$ cat src/rtl/cube_points_tx.sv
// AXI-Stream master sending the 8 projected cube vertices as one 8-beat packet.
// Vertices land clamped in a shadow bank; a commit snapshots them into the active bank and transmits.
module cube_points_tx #(
    parameter int unsigned C_M00_AXIS_TDATA_WIDTH = 32,
    parameter int unsigned CORD_SIZE              = 11,
    parameter int unsigned IN_WIDTH               = 12,
    parameter int unsigned MAX_X                  = 1226,
    parameter int unsigned MAX_Y                  = 370
) (
    input  logic                                  m00_axis_aclk,
    input  logic                                  m00_axis_areset,
    input  logic                                  wr_en,
    input  logic [2:0]                            wr_idx,
    input  logic [IN_WIDTH-1:0]                   wr_x,
    input  logic [IN_WIDTH-1:0]                   wr_y,
    input  logic                                  commit,
    output logic                                  busy,
    output logic [7:0]                            commit_drops,
    input  logic                                  m00_axis_tready,
    output logic                                  m00_axis_tvalid,
    output logic                                  m00_axis_tlast,
    output logic [C_M00_AXIS_TDATA_WIDTH-1:0]     m00_axis_tdata,
    output logic [C_M00_AXIS_TDATA_WIDTH/8-1:0]   m00_axis_tstrb
);

    localparam int unsigned TW = C_M00_AXIS_TDATA_WIDTH;
    localparam int unsigned CS = CORD_SIZE;
    localparam int unsigned IW = IN_WIDTH;
    localparam int unsigned NV = 8;
    localparam logic signed [IW:0] X_LIM = (IW+1)'(MAX_X - 1);
    localparam logic signed [IW:0] Y_LIM = (IW+1)'(MAX_Y - 1);

    typedef enum logic {IDLE, SEND} state_t;

    logic          clk;
    logic          rst;
    logic [1:0]    rst_sync;

    state_t        state, state_nxt;
    logic [2:0]    beat, beat_nxt;
    logic [2:0]    beat_inc;
    logic          pending, pending_nxt;
    logic [7:0]    drops_nxt;
    logic          busy_nxt;
    logic          tvalid_nxt, tlast_nxt;
    logic [TW-1:0] tdata_nxt;
    logic          fire;
    logic          load;
    logic          drop_inc;

    logic [CS-1:0] cx, cy;
    logic [CS-1:0] shadow_x [NV];
    logic [CS-1:0] shadow_y [NV];
    logic [CS-1:0] active_x [NV];
    logic [CS-1:0] active_y [NV];
    logic [CS-1:0] snap_x   [NV];
    logic [CS-1:0] snap_y   [NV];

    assign clk            = m00_axis_aclk;
    assign m00_axis_tstrb = '1;
    assign fire           = m00_axis_tvalid & m00_axis_tready;
    assign beat_inc       = beat + 3'd1;

    function automatic logic [CS-1:0] clamp(input logic [IW-1:0] v, input logic signed [IW:0] lim);
        logic signed [IW:0] sv;
        sv = signed'({v[IW-1], v});
        if (sv[IW])
            clamp = '0;
        else if (sv > lim)
            clamp = CS'(lim);
        else
            clamp = CS'(sv);
    endfunction

    function automatic logic [TW-1:0] pack(input logic [CS-1:0] x, input logic [CS-1:0] y);
        pack = TW'({y, x});
    endfunction

    // Reset asserts immediately, releases on a clock edge.
    always_ff @(posedge clk or posedge m00_axis_areset) begin
        if (m00_axis_areset)
            rst_sync <= 2'b11;
        else
            rst_sync <= {rst_sync[0], 1'b0};
    end
    assign rst = rst_sync[1];

    assign cx = clamp(wr_x, X_LIM);
    assign cy = clamp(wr_y, Y_LIM);

    // Snapshot view of the shadow bank with a same-cycle write folded in.
    always_comb begin
        for (int i = 0; i < int'(NV); i++) begin
            snap_x[i] = (wr_en && wr_idx == 3'(i)) ? cx : shadow_x[i];
            snap_y[i] = (wr_en && wr_idx == 3'(i)) ? cy : shadow_y[i];
        end
    end

    always_ff @(posedge clk or posedge rst) begin
        if (rst) begin
            for (int i = 0; i < int'(NV); i++) begin
                shadow_x[i] <= '0;
                shadow_y[i] <= '0;
                active_x[i] <= '0;
                active_y[i] <= '0;
            end
        end else begin
            if (wr_en) begin
                shadow_x[wr_idx] <= cx;
                shadow_y[wr_idx] <= cy;
            end
            if (load) begin
                for (int i = 0; i < int'(NV); i++) begin
                    active_x[i] <= snap_x[i];
                    active_y[i] <= snap_y[i];
                end
            end
        end
    end

    always_ff @(posedge clk or posedge rst) begin
        if (rst) begin
            state           <= IDLE;
            beat            <= '0;
            pending         <= 1'b0;
            commit_drops    <= '0;
            busy            <= 1'b0;
            m00_axis_tvalid <= 1'b0;
            m00_axis_tlast  <= 1'b0;
            m00_axis_tdata  <= '0;
        end else begin
            state           <= state_nxt;
            beat            <= beat_nxt;
            pending         <= pending_nxt;
            commit_drops    <= drops_nxt;
            busy            <= busy_nxt;
            m00_axis_tvalid <= tvalid_nxt;
            m00_axis_tlast  <= tlast_nxt;
            m00_axis_tdata  <= tdata_nxt;
        end
    end

    always_comb begin
        state_nxt   = state;
        beat_nxt    = beat;
        pending_nxt = pending;
        drops_nxt   = commit_drops;
        tvalid_nxt  = m00_axis_tvalid;
        tlast_nxt   = m00_axis_tlast;
        tdata_nxt   = m00_axis_tdata;
        load        = 1'b0;
        drop_inc    = 1'b0;

        case (state)
            IDLE: begin
                if (commit) begin
                    state_nxt  = SEND;
                    load       = 1'b1;
                    beat_nxt   = '0;
                    tvalid_nxt = 1'b1;
                    tlast_nxt  = 1'b0;
                    tdata_nxt  = pack(snap_x[0], snap_y[0]);
                end
            end
            SEND: begin
                if (fire && beat == 3'd7) begin
                    if (pending || commit) begin
                        // Back-to-back restart; a commit here while pending merges into it.
                        load        = 1'b1;
                        beat_nxt    = '0;
                        tlast_nxt   = 1'b0;
                        tdata_nxt   = pack(snap_x[0], snap_y[0]);
                        pending_nxt = 1'b0;
                        drop_inc    = pending & commit;
                    end else begin
                        state_nxt  = IDLE;
                        tvalid_nxt = 1'b0;
                        tlast_nxt  = 1'b0;
                    end
                end else begin
                    if (fire) begin
                        beat_nxt  = beat_inc;
                        tlast_nxt = (beat_inc == 3'd7);
                        tdata_nxt = pack(active_x[beat_inc], active_y[beat_inc]);
                    end
                    if (commit) begin
                        if (pending)
                            drop_inc = 1'b1;
                        else
                            pending_nxt = 1'b1;
                    end
                end
            end
            default: state_nxt = IDLE;
        endcase

        if (drop_inc && commit_drops != 8'hFF)
            drops_nxt = commit_drops + 8'd1;
        busy_nxt = (state_nxt == SEND) || pending_nxt;
    end

endmodule

$ cat config.mk
export PLATFORM = sky130hd
export DESIGN_NAME = cube_points_tx
export DESIGN_NICKNAME = d
export VERILOG_FILES = /design/src/rtl/cube_points_tx.sv
export SDC_FILE = /design/constraint.sdc
export NUM_CORES = 1
export LEC_CHECK = 0
export CAP_MARGIN = 20
export CORE_ASPECT_RATIO = 0.8
export CORE_MARGIN = 4
export CORE_UTILIZATION = 38
export DETAILED_ROUTE_END_ITERATION = 7
export GPL_TIMING_DRIVEN = 0
export PLACE_DENSITY = 0.51
export REMOVE_ABC_BUFFERS = 1
export SLEW_MARGIN = 40
export SYNTH_ARGS = -nofsm -noshare
export SYNTH_HDL_FRONTEND = slang
export SYNTH_SLANG_ARGS = --single-unit
$ cat constraint.sdc
create_clock -name m00_axis_aclk -period 12.55 [get_ports m00_axis_aclk]
set_input_delay 1.8825 -clock m00_axis_aclk [delete_from_list [all_inputs] [get_ports m00_axis_aclk]]
set_output_delay 1.8825 -clock m00_axis_aclk [all_outputs]
set_load 0.005 [all_outputs]
==> metrics.txt <==
status completed; core area 0.0431 mm^2; EDFF count, synth 0; PwrDens 202 mW/mm^2; initial antenna violation count 0; Setup CP Type input pin to register; sw frac 29.0%; ys flop type dfrtp_1; Top cell by count, worst path buf_8; Routed Antenna Nets 0; diode count 0; post-route cell area 0.0196 mm^2; detailed placer's ending HPWL around 28 mm; clk sink count between 300 and 400; Clk pwr share approximately 30%; Post-CTS Hold Fix Bufs 0; Critical Path End Type register; max cap viols 0; Worst-path clk slew 60 ps; final period utilization between 30% and 40%; vias in the first global route between 10,000 and 15,000; fillcell total slightly below 4,000; Distinct cells, synth 66; met2 usage between 20% and 30%; largest net degree at the start of global routing 72; post-cts repair resize count 0; slowest cell on the critical path clkdlybuf4s50_1; FMAX 247 MHz; Seq/Total Area, Yosys about three fifths; Area contributors post-synth dfrtp_1 59%, mux2_2 6.7%, mux4_2 6.0%, nand2_1 5.5%, o21ai_0 3.7%; crit start category input pin; drt drc 0; global route hottest layer met2; fraction of layout cells with a size suffix above 1 roughly a fifth; H-Tree Depth 2; final worst slack approximately 8500 ps; unrepaired setup endpoints after global routing false; row count 68; Flop pwr share about 44%; Slew headroom between 40% and 50%; endpoints failing hold 0; initial DRC count roughly 660; Post-Synthesis Cells between 1,000 and 1,500; GPL Wtd Cong between 0.7 and 0.8; Crit path arrival time about 4500 ps; Worst Hold Class register to async pin; commonest cells in the synthesized netlist 390 x dfrtp_1, 241 x nand2_1, 122 x o21ai_0; Crit Path Max Fanout 19; post-synth top area cell dfrtp_1; Die W between 200 and 250 um; Worst Clk Skew between 10 and 15 ps; io pins between 70 and 80; clk root buf clkbuf_16; CTS tree built; vias per cell between 5 and 6; Post-DP Area between 0.015 and 0.02 mm^2; total CTS buffers 43; final setup fails 0; Layout Utilization between 40% and 50%; Max VDD drop 0.0902 mV; pre-CTS setup slack 7930 ps; overall routing resource usage a little under a fifth; Worst EP required 12,980 ps; Psw 1.15 mW; I/O Buffers 64; total gr overflow 0; Max clock buf depth 3; worst skew pair latency 550 ps; Final min period ~4100 ps; CP peak stage delay just over 600 ps; drt first pass iters 4; Syn Std Cell Area about 0.017 mm^2; Syn Area/Cell 11.6 um^2; fraction of registers with async set/reset 100%; routed length per instance ~20 um; initial core utilization around 38%; area of the multi-input gates 0.00631 mm^2; total power about 4.0 mW; Yosys reg bits slightly below 400; met3 GRT Util 2.57%; WL final 42.3 mm; Slew @ Worst Pin 811 ps; RR Startpoint beat[0]$_DFFE_PP0P_; combinational power share 25.6%; Synth warnings 0; Die Y 195 um; Worst R2R End m00_axis_tdata[8]$_DFFE_PP0P_; reg2reg setup slack between 9000 and 10,000 ps; setup bufs post-CTS 0; internal power ~2.8 mW; fin. max-slew vios 0; nets 1,516; first-pass GRT wire length between 60 and 70 mm; static leakage between 8 and 9 nW; Vias roughly 11,000; most numerous cell in the Yosys netlist dfrtp_1; Syn-to-layout area delta 18.4%; Reg area 0.00982 mm^2; die area approximately 0.047 mm^2; Yosys top cell area share approximately 59%; Reg2Reg Depth 7; Cell Chain, Critical Path clkdlybuf4s50_1 > nand3_1 > a21oi_4 > buf_8 > buf_8 > buf_8 > buf_8 > buf_8 > buf_8 > mux2_2; met1 Use GR between 20% and 30%
==> metal layers <==
metal  share of wire (%)  wire length, um  up-vias
li1                    -                -     5061
met5                   0                0        -
met1                  47            20000     5489
met2                  47            19700      169
met3                 3.3             1400       68
met4                 2.8             1170        0
==> flip-flops by register name, summed over array words and instances, names as in the netlist <==
signal and count:
active_x 88, active_y 88, shadow_x 88, shadow_y 88
m00_axis_tdata 22, commit_drops 8, beat 3, rst_sync 2
busy 1, m00_axis_tlast 1, m00_axis_tvalid 1, pending 1
state 1
==> power by group through the flow <==
stage | Combinational (mW) | Clock [mW] | Sequential (mW)
6_report | 1.01 | 1.19 | 1.75
2_1_floorplan | 0.673 | 0 | 1.73
3_3_place_gp | 0.982 | 0 | 1.79
4_1_cts | 1.03 | 1.23 | 1.75
5_1_grt | 1.12 | 1.28 | 1.79
3_5_place_dp | 1.03 | 0 | 1.77
==> how the worst max path moves through the flow <==
stage,start,cells after the start,to
5_1_grt,wr_idx[0],7,active_y[49]$_DFFE_PP0P_
2_1_floorplan,rst_sync[1]$_DFF_PP1_,1,active_x[0]$_DFFE_PP0P_
3_3_place_gp,beat[0]$_DFFE_PP0P_,6,active_x[22]$_DFFE_PP0P_
4_1_cts,m00_axis_tready,10,active_x[81]$_DFFE_PP0P_
6_report,m00_axis_tready,10,active_y[29]$_DFFE_PP0P_
3_5_place_dp,wr_idx[0],7,active_y[49]$_DFFE_PP0P_
==> logic make-up after synthesis <==
group / count (synthesis) / share of synthesized area, %
compound gates: 266 / 9.84
xor+xnor: 7 / 0.371
fa+ha+maj: 4 / 0.303
buf+inv: 137 / 3.99
flops: 392 / 59.3
mux: 150 / 13.2
other cells: 2 / 0.0454
simple gates: 462 / 13.0
==> placed cells by master (no fill, tap or decap), types with 17 or more instances in the layout <==
master / n
o21ai_1: 21
inv_1: 24
buf_4: 18
nand3_1: 28
o21ai_0: 122
nor3_2: 21
mux2_2: 99
nand2_1: 241
nor2_1: 97
a31oi_1: 24
mux4_2: 44
dfrtp_1: 389
clkdlybuf4s50_1: 64
a21oi_1: 17
clkbuf_16: 45
==> metrics by stage <==
stage                TNS, ps  hold WS [ps]  instances
floorplan                  0           345       1322
global placement    -2011010           347       1946
detailed placement         0           324       1994
CTS                        0           338       2064
global route               0           364       2065
finish                     0           306       2065
==> final cells by class <==
class                   count  share of cell area [%]
well taps                 560                    3.58
clock inverters             6                   0.153
inverters                  26                   0.537
flip-flops and latches    392                    50.1
repair buffers            113                    6.81
clock buffers              64                    6.53
multi-input cells         904                    32.2
==> critical path, delay by kind of cell <==
family | cells | cell delay, ps
mux | 1 | 350
simple gates | 1 | 260
buf+inv | 7 | 1720
compound gates | 1 | 240
Note: power is estimated with default switching activity, not from simulation.
